--- src/rtl/rgb888_to_gray_stats_if.sv ---
`default_nettype none
// +------------------------------------------------------------------------+
// | rgb888_to_gray_stats_if : RGB888 video in, luma video out, frame stats   |
// | Revision : 1.0                                                           |
// +------------------------------------------------------------------------+
interface rgb888_to_gray_stats_if #(
  parameter int CNT_W = 22
);
  logic [7:0]       Pre_R;
  logic [7:0]       Pre_G;
  logic [7:0]       Pre_B;
  logic             Pre_DE;
  logic             Pre_Vsync;
  logic             Pre_Hsync;
  logic             Post_DE;
  logic             Post_Vsync;
  logic             Post_Hsync;
  logic [7:0]       Post_Gray;
  logic [7:0]       Frame_Luma_Min;
  logic [7:0]       Frame_Luma_Max;
  logic [CNT_W-1:0] Frame_Pix_Cnt;
  logic [CNT_W-1:0] Frame_Bright_Cnt;
  logic             Frame_Stat_Valid;

  modport master (
    output Pre_R, Pre_G, Pre_B, Pre_DE, Pre_Vsync, Pre_Hsync,
    input  Post_DE, Post_Vsync, Post_Hsync, Post_Gray,
    input  Frame_Luma_Min, Frame_Luma_Max, Frame_Pix_Cnt, Frame_Bright_Cnt,
    input  Frame_Stat_Valid
  );

  modport slave (
    input  Pre_R, Pre_G, Pre_B, Pre_DE, Pre_Vsync, Pre_Hsync,
    output Post_DE, Post_Vsync, Post_Hsync, Post_Gray,
    output Frame_Luma_Min, Frame_Luma_Max, Frame_Pix_Cnt, Frame_Bright_Cnt,
    output Frame_Stat_Valid
  );
endinterface
`default_nettype wire

--- src/rtl/rgb888_to_gray_stats.sv ---
`default_nettype none
// +------------------------------------------------------------------------+
// | rgb888_to_gray_stats : 3-stage RGB888->luma pipeline with optional      |
// | per-frame min/max/count statistics (macro GRAY_FRAME_STATS_EN).         |
// | Revision : 1.0                                                           |
// +------------------------------------------------------------------------+
module rgb888_to_gray_stats #(
  parameter logic [7:0] BRIGHT_THR = 8'd200,
  parameter int         CNT_W      = 22
) (
  input  wire logic             Pre_clk,
  input  wire logic             Pre_Rst,
  rgb888_to_gray_stats_if.slave vif
);

  logic [15:0] r_prod_r;
  logic [15:0] r_prod_g;
  logic [15:0] r_prod_b;
  logic [15:0] r_sum;
  logic [2:0]  r_tim_s1;
  logic [2:0]  r_tim_s2;

  // Timing travels as {DE, Vsync, Hsync} alongside the data stages
  always_ff @(posedge Pre_clk or posedge Pre_Rst) begin
    if (Pre_Rst) begin
      r_prod_r       <= 16'd0;
      r_prod_g       <= 16'd0;
      r_prod_b       <= 16'd0;
      r_sum          <= 16'd0;
      r_tim_s1       <= 3'd0;
      r_tim_s2       <= 3'd0;
      vif.Post_Gray  <= 8'd0;
      vif.Post_DE    <= 1'b0;
      vif.Post_Vsync <= 1'b0;
      vif.Post_Hsync <= 1'b0;
    end else begin
      r_prod_r       <= 16'(vif.Pre_R) * 16'd77;
      r_prod_g       <= 16'(vif.Pre_G) * 16'd150;
      r_prod_b       <= 16'(vif.Pre_B) * 16'd29;
      r_tim_s1       <= {vif.Pre_DE, vif.Pre_Vsync, vif.Pre_Hsync};
      r_sum          <= r_prod_r + r_prod_g + r_prod_b + 16'd128;
      r_tim_s2       <= r_tim_s1;
      vif.Post_Gray  <= 8'(r_sum >> 8);
      vif.Post_DE    <= r_tim_s2[2];
      vif.Post_Vsync <= r_tim_s2[1];
      vif.Post_Hsync <= r_tim_s2[0];
    end
  end

`ifdef GRAY_FRAME_STATS_EN
  localparam logic [CNT_W-1:0] c_CNT_ONE = {{(CNT_W-1){1'b0}}, 1'b1};

  logic             r_vsync_d;
  logic [7:0]       r_run_min;
  logic [7:0]       r_run_max;
  logic [CNT_W-1:0] r_run_pix;
  logic [CNT_W-1:0] r_run_bright;
  logic             w_boundary;
  logic [7:0]       w_base_min;
  logic [7:0]       w_base_max;
  logic [CNT_W-1:0] w_base_pix;
  logic [CNT_W-1:0] w_base_bright;
  logic [7:0]       w_next_min;
  logic [7:0]       w_next_max;
  logic [CNT_W-1:0] w_next_pix;
  logic [CNT_W-1:0] w_next_bright;

  always_comb begin
    w_boundary    = vif.Post_Vsync & ~r_vsync_d;
    // A pixel on the boundary cycle starts the new frame from the initial values
    w_base_min    = w_boundary ? 8'hFF : r_run_min;
    w_base_max    = w_boundary ? 8'h00 : r_run_max;
    w_base_pix    = w_boundary ? '0 : r_run_pix;
    w_base_bright = w_boundary ? '0 : r_run_bright;
    w_next_min    = w_base_min;
    w_next_max    = w_base_max;
    w_next_pix    = w_base_pix;
    w_next_bright = w_base_bright;
    if (vif.Post_DE) begin
      if (vif.Post_Gray < w_base_min) w_next_min = vif.Post_Gray;
      if (vif.Post_Gray > w_base_max) w_next_max = vif.Post_Gray;
      if (w_base_pix != '1) w_next_pix = w_base_pix + c_CNT_ONE;
      if ((vif.Post_Gray > BRIGHT_THR) && (w_base_bright != '1))
        w_next_bright = w_base_bright + c_CNT_ONE;
    end
  end

  always_ff @(posedge Pre_clk or posedge Pre_Rst) begin
    if (Pre_Rst) begin
      r_vsync_d            <= 1'b0;
      r_run_min            <= 8'hFF;
      r_run_max            <= 8'h00;
      r_run_pix            <= '0;
      r_run_bright         <= '0;
      vif.Frame_Luma_Min   <= 8'hFF;
      vif.Frame_Luma_Max   <= 8'h00;
      vif.Frame_Pix_Cnt    <= '0;
      vif.Frame_Bright_Cnt <= '0;
      vif.Frame_Stat_Valid <= 1'b0;
    end else begin
      r_vsync_d            <= vif.Post_Vsync;
      r_run_min            <= w_next_min;
      r_run_max            <= w_next_max;
      r_run_pix            <= w_next_pix;
      r_run_bright         <= w_next_bright;
      vif.Frame_Stat_Valid <= w_boundary;
      if (w_boundary) begin
        vif.Frame_Luma_Min   <= r_run_min;
        vif.Frame_Luma_Max   <= r_run_max;
        vif.Frame_Pix_Cnt    <= r_run_pix;
        vif.Frame_Bright_Cnt <= r_run_bright;
      end
    end
  end
`else
  assign vif.Frame_Luma_Min   = 8'h00;
  assign vif.Frame_Luma_Max   = 8'h00;
  assign vif.Frame_Pix_Cnt    = '0;
  assign vif.Frame_Bright_Cnt = '0;
  assign vif.Frame_Stat_Valid = 1'b0;
`endif

endmodule
`default_nettype wire

--- src/flat_wrapper.sv ---
// flat-port wrapper written by rule: the top's interface ports become plain ports
module rgb888_to_gray_stats_flat 
#(
  parameter logic [7:0] BRIGHT_THR = 8'd200,
  parameter int         CNT_W      = 22
)
  (Pre_clk, Pre_Rst, vif_Pre_R, vif_Pre_G, vif_Pre_B, vif_Pre_DE, vif_Pre_Vsync, vif_Pre_Hsync, vif_Post_DE, vif_Post_Vsync, vif_Post_Hsync, vif_Post_Gray, vif_Frame_Luma_Min, vif_Frame_Luma_Max, vif_Frame_Pix_Cnt, vif_Frame_Bright_Cnt, vif_Frame_Stat_Valid);
  rgb888_to_gray_stats_if #(.CNT_W(CNT_W)) vif_i ();
  input  wire logic Pre_clk;
  input  wire logic Pre_Rst;
  input wire logic [$bits(vif_i.Pre_R)-1:0] vif_Pre_R;
  input wire logic [$bits(vif_i.Pre_G)-1:0] vif_Pre_G;
  input wire logic [$bits(vif_i.Pre_B)-1:0] vif_Pre_B;
  input wire logic [$bits(vif_i.Pre_DE)-1:0] vif_Pre_DE;
  input wire logic [$bits(vif_i.Pre_Vsync)-1:0] vif_Pre_Vsync;
  input wire logic [$bits(vif_i.Pre_Hsync)-1:0] vif_Pre_Hsync;
  output wire logic [$bits(vif_i.Post_DE)-1:0] vif_Post_DE;
  output wire logic [$bits(vif_i.Post_Vsync)-1:0] vif_Post_Vsync;
  output wire logic [$bits(vif_i.Post_Hsync)-1:0] vif_Post_Hsync;
  output wire logic [$bits(vif_i.Post_Gray)-1:0] vif_Post_Gray;
  output wire logic [$bits(vif_i.Frame_Luma_Min)-1:0] vif_Frame_Luma_Min;
  output wire logic [$bits(vif_i.Frame_Luma_Max)-1:0] vif_Frame_Luma_Max;
  output wire logic [$bits(vif_i.Frame_Pix_Cnt)-1:0] vif_Frame_Pix_Cnt;
  output wire logic [$bits(vif_i.Frame_Bright_Cnt)-1:0] vif_Frame_Bright_Cnt;
  output wire logic [$bits(vif_i.Frame_Stat_Valid)-1:0] vif_Frame_Stat_Valid;
  assign vif_i.Pre_R = vif_Pre_R;
  assign vif_i.Pre_G = vif_Pre_G;
  assign vif_i.Pre_B = vif_Pre_B;
  assign vif_i.Pre_DE = vif_Pre_DE;
  assign vif_i.Pre_Vsync = vif_Pre_Vsync;
  assign vif_i.Pre_Hsync = vif_Pre_Hsync;
  assign vif_Post_DE = vif_i.Post_DE;
  assign vif_Post_Vsync = vif_i.Post_Vsync;
  assign vif_Post_Hsync = vif_i.Post_Hsync;
  assign vif_Post_Gray = vif_i.Post_Gray;
  assign vif_Frame_Luma_Min = vif_i.Frame_Luma_Min;
  assign vif_Frame_Luma_Max = vif_i.Frame_Luma_Max;
  assign vif_Frame_Pix_Cnt = vif_i.Frame_Pix_Cnt;
  assign vif_Frame_Bright_Cnt = vif_i.Frame_Bright_Cnt;
  assign vif_Frame_Stat_Valid = vif_i.Frame_Stat_Valid;
  rgb888_to_gray_stats #(.BRIGHT_THR(BRIGHT_THR), .CNT_W(CNT_W)) u_core (.Pre_clk(Pre_clk), .Pre_Rst(Pre_Rst), .vif(vif_i));
endmodule
--- config.mk ---
export PLATFORM = sky130hd
export DESIGN_NAME = rgb888_to_gray_stats_flat
export DESIGN_NICKNAME = d
export VERILOG_FILES = /design/src/rtl/rgb888_to_gray_stats_if.sv /design/src/rtl/rgb888_to_gray_stats.sv /design/src/flat_wrapper.sv
export SDC_FILE = /design/constraint.sdc
export NUM_CORES = 1
export LEC_CHECK = 0
export ABC_AREA = 1
export BUFFER_PORTS_ARGS = -buffer_cell sky130_fd_sc_hd__buf_2
export CAP_MARGIN = 10
export CORE_UTILIZATION = 23
export CTS_CLUSTER_DIAMETER = 100
export DETAILED_ROUTE_END_ITERATION = 16
export GPL_TIMING_DRIVEN = 0
export PLACE_DENSITY = 0.46
export SLEW_MARGIN = 10
export SYNTH_ARGS = -nofsm -noshare
export SYNTH_HDL_FRONTEND = slang
export SYNTH_SLANG_ARGS = --single-unit
--- constraint.sdc ---
create_clock -name Pre_clk -period 4.5 [get_ports Pre_clk]
set_input_delay 0.675 -clock Pre_clk [delete_from_list [all_inputs] [get_ports Pre_clk]]
set_output_delay 0.675 -clock Pre_clk [all_outputs]
set_load 0.03 [all_outputs]
==> load_flow_metrics.sql <==
INSERT INTO impl_metrics (metric_group, metric, value, unit) VALUES
('clocking', 'cts_made_buffers', '9', ''),
('routing', 'first_drt_pass_iteration_count', '6', ''),
('global_routing', 'groute.usage.overall', '0.0869', ''),
('cells_and_area', 'final_layout_size_suffix_gt1_frac', '0.136', ''),
('floorplan', 'die_width', '171', 'µm'),
('routing', 'drtIter0Drc', '125', ''),
('synthesis', 'total_of_flip_flops_plus_latches_after_synthesis', '68', ''),
('pwr', 'power-per-cell-area', '681', 'nW/µm²'),
('cells_and_area', 'finish.cell_count_without_fillers', '1250', ''),
('synthesis', 'synth_ff_type', 'dfrtp_1', ''),
('sta', 'layout_min_cycle_time', '3.32', 'ns'),
('critical_path', 'r2r_end', 'u_core.r_sum[15]', ''),
('pwr', 'comb_power_share', '0.687', ''),
('clocking', 'insertion_delay', '0.33', 'ns'),
('global_routing', 'maximum_number_of_pins_on_one_net_before_global_route_repair', '36', ''),
('pwr', 'power_leakage', '4.56', 'nW'),
('cells_and_area', 'syn_to_final_growth', '18.8', '%'),
('pwr', 'worst_ir_drop_vdd', '0.388', 'mV'),
('routing', 'routed_wire_length_per_instance', '9.34', 'µm'),
('critical_path', 'maximum_net_fanout_on_the_critical_path', '4', ''),
('critical_path', 'worst_reg2reg_setup_slack', '1.92', 'ns'),
('global_routing', 'grt_pass1_wl', '20100', 'µm'),
('cells_and_area', 'n_fill_cell', '2986', ''),
('cells_and_area', 'multi_input_comb_area', '3950', 'µm²'),
('clocking', 'clock_sinks', '68', ''),
('synthesis', 'synth-edff-count', '0', ''),
('clocking', 'cts-resized-gates', '0', ''),
('clocking', 'cts_hold_buf', '0', ''),
('clocking', 'htree_levels', '3', ''),
('critical_path', 'critPathKind', 'primary input to flip-flop', ''),
('outcome', 'run_status', 'finished, final reports clean', ''),
('critical_path', 'timing.critical_path.max_delay_family', 'adder cells', ''),
('critical_path', 'path_cells', 'buf_2 -> ha_1 -> ha_1 -> inv_1 -> fa_1 -> inv_1 -> fa_1 -> ha_1 -> a21oi_1 -> o21ai_0 -> nand2_1 -> nand3_1 -> nand2_1 -> nand2_1', ''),
('hold_path', 'worst_hold_path_type', 'primary input to asynchronous set/reset pin', ''),
('critical_path', 'worst_ep_arrival_time', '3.54', 'ns'),
('routing', 'num_vias', '4560', ''),
('sta', 'layout_worst_path_cycle_share', '0.737', ''),
('clocking', 'max-clock-path-buffers', '2', ''),
('sta', 'setup-tns-final', '0', 'ns'),
('placement', 'placement.io_buffers', '39', ''),
('critical_path', 'timing.critical_path.slowest_stage_cell', 'fa_1', ''),
('floorplan', 'floorplan.initialDensity', '0.235', ''),
('critical_path', 'end_kind', 'flip-flop', ''),
('clocking', 'cts_tree', 'yes', ''),
('global_routing', 'globalRouteOverflowTotal', '0', ''),
('cells_and_area', 'num_antenna_cells', '0', ''),
('routing', 'route.detailed.drc', '0', ''),
('clocking', 'cts_root_buf', 'clkbuf_16', ''),
('cells_and_area', 'finalCoreUtilization', '0.279', ''),
('floorplan', 'die_height', '171', 'µm'),
('floorplan', 'io-pin-count', '101', ''),
('placement', 'gpl_wtd_cong', '0.813', ''),
('synthesis', 'ys_seq_area_frac', '0.260', ''),
('routing', 'drt_wl_total', '11700', 'µm'),
('critical_path', 'worst-path-stages', '14', ''),
('pwr', 'seq_power_share', '0.174', ''),
('pwr', 'p_switching', '2.61', 'mW'),
('critical_path', 'rr_startpoint', 'u_core.r_prod_b[6]', ''),
('cells_and_area', 'finish.net_count', '1060', ''),
('clocking', 'path_clk_slew', '0.05', 'ns'),
('synthesis', 'yosysWarningCount', '0', ''),
('floorplan', 'area_of_the_die', '29100', 'µm²'),
('critical_path', 'cp.required', '4.72', 'ns'),
('sta', 'setup_viol_count_final', '0', ''),
('synthesis', 'synth_area_per_cell', '8.64', 'µm²'),
('routing', 'post_drt_via_cell_ratio', '3.65', ''),
('cells_and_area', 'final-seq-area', '1700', 'µm²'),
('critical_path', 'worstSetupStartpoint', 'vif_Pre_G[4]', ''),
('sta', 'grt_setup_unrepaired', 'false', ''),
('critical_path', 'timing.critical_path.slowest_cell_delay', '0.53', 'ns'),
('sta', 'slew_violations', '0', '');
registers in the layout (all words and copies together) (netlist names):
| signal | flops |
|---|---|
| u_core.r_prod_g | 15 |
| u_core.r_prod_r | 15 |
| u_core.r_prod_b | 13 |
| u_core.r_sum | 8 |
| u_core.vif.Post_Gray | 8 |
| u_core.r_tim_s1 | 3 |
| u_core.r_tim_s2 | 3 |
| u_core.vif.Post_DE | 1 |
| u_core.vif.Post_Hsync | 1 |
| u_core.vif.Post_Vsync | 1 |
synthesized netlist by cell type (2+ instances only):
| cell | n | share of area |
|---|---|---|
| xor2_1 | 19 | 0.025 |
| o21bai_1 | 7 | 0.0080 |
| nand4_1 | 10 | 0.0096 |
| ha_1 | 125 | 0.24 |
| nor3_1 | 2 | 0.0015 |
| a21boi_0 | 3 | 0.0034 |
| nor2_1 | 31 | 0.018 |
| a21oi_1 | 34 | 0.026 |
| dfrtp_1 | 68 | 0.26 |
| inv_1 | 173 | 0.099 |
| a21o_1 | 2 | 0.0023 |
| buf_4 | 61 | 0.070 |
| fa_1 | 38 | 0.12 |
| o21ai_0 | 10 | 0.0077 |
| nand3_1 | 37 | 0.028 |
| xnor2_1 | 5 | 0.0067 |
| o21ai_1 | 3 | 0.0023 |
| nand2_1 | 124 | 0.071 |
worst reg2reg max path, stage by stage (launching register included):
cell and delay (ns):
dfrtp_1 0.32, inv_1 0.06, fa_1 0.53, inv_1 0.04, ha_1 0.28, ha_1 0.34
nand2_1 0.10, inv_1 0.08, nand3_1 0.06, o21ai_0 0.36, nand2_1 0.14, nand3b_1 0.11
nand2_1 0.06
worst min-delay path by stage:
stage | startpoint | to | slack, ns
2_1_floorplan | u_core.r_tim_s1[0] | u_core.r_tim_s2[0] | 0.33
3_3_place_gp | u_core.r_tim_s2[2] | u_core.vif.Post_DE | 0.33
3_5_place_dp | u_core.r_sum[10] | u_core.vif.Post_Gray[2] | 0.33
4_1_cts | u_core.r_sum[13] | u_core.vif.Post_Gray[5] | 0.34
5_1_grt | u_core.r_tim_s1[1] | u_core.r_tim_s2[1] | 0.35
6_report | Pre_Rst | u_core.vif.Post_Hsync | 0.35
routing by layer:
metal  global-route usage  part of all wire  vias up
li1                     -                 -     2455
met1                0.117              0.50     2024
met2                0.143              0.45       72
met3               0.0169             0.034        9
met4               0.0188            0.0083        0
met5                    0                 0        -
final cells by class:
cell class / count / area share
Buffer: 61 / 0.0589
Clock buffer: 9 / 0.0290
Clock inverter: 6 / 0.0116
Inverter: 174 / 0.0844
Multi-Input combinational cell: 514 / 0.509
Sequential cell: 68 / 0.219
Tap cell: 378 / 0.0609
Timing Repair Buffer: 40 / 0.0277
cell families after synthesis:
| kind of cell | count (synthesis) | share of synthesized area |
|---|---|---|
| adder cells (fa/ha/maj) | 163 | 0.355 |
| buffers and inverters | 235 | 0.170 |
| AND/OR/NAND/NOR | 207 | 0.132 |
| flip-flops | 68 | 0.260 |
| other | 1 | 0.000573 |
| AO/OA/AOI/OAI | 59 | 0.0497 |
| XOR/XNOR | 24 | 0.0321 |
power by group through the flow:
stage | clock (mW) | combinational [mW] | sequential (mW)
2_1_floorplan | 0 | 2.80 | 0.995
4_1_cts | 0.766 | 3.70 | 0.923
3_3_place_gp | 0 | 3.67 | 0.933
6_report | 0.739 | 3.63 | 0.919
3_5_place_dp | 0 | 3.67 | 0.934
5_1_grt | 0.785 | 4.34 | 0.944
cells in the final DEF (no fill, tap or decap):
cell type / count
inv_1: 172
ha_1: 125
nand2_1: 124
dfrtp_1: 68
buf_4: 61
conb_1: 61
buf_2: 39
fa_1: 38
nand3_1: 37
a21oi_1: 34
nor2_1: 31
xor2_1: 19
o21ai_0: 10
nand4_1: 10
clkbuf_16: 9
o21bai_1: 7
xnor2_1: 5
o21ai_1: 3
a21boi_0: 3
a21o_1: 2
nor3_1: 2
bufinv_16: 2
clkinv_4: 2
nand3b_1: 1
inv_2: 1
nor3_2: 1
and2_1: 1
inv_4: 1
clkinvlp_4: 1
clkinv_2: 1
buf_12: 1
through the flow:
step	instance area [µm²]	hold WS (ns)	total power, mW	setup WS (ns)
floorplan	6770	0.331	3.80	1.21
global placement	7430	0.333	4.60	0.829
detailed placement	7460	0.335	4.61	0.823
CTS	7770	0.342	5.38	1.18
global route	7770	0.351	6.07	0.912
finish	7770	0.345	5.29	1.18
No activity file was read; power rests on OpenSTA's default activity.
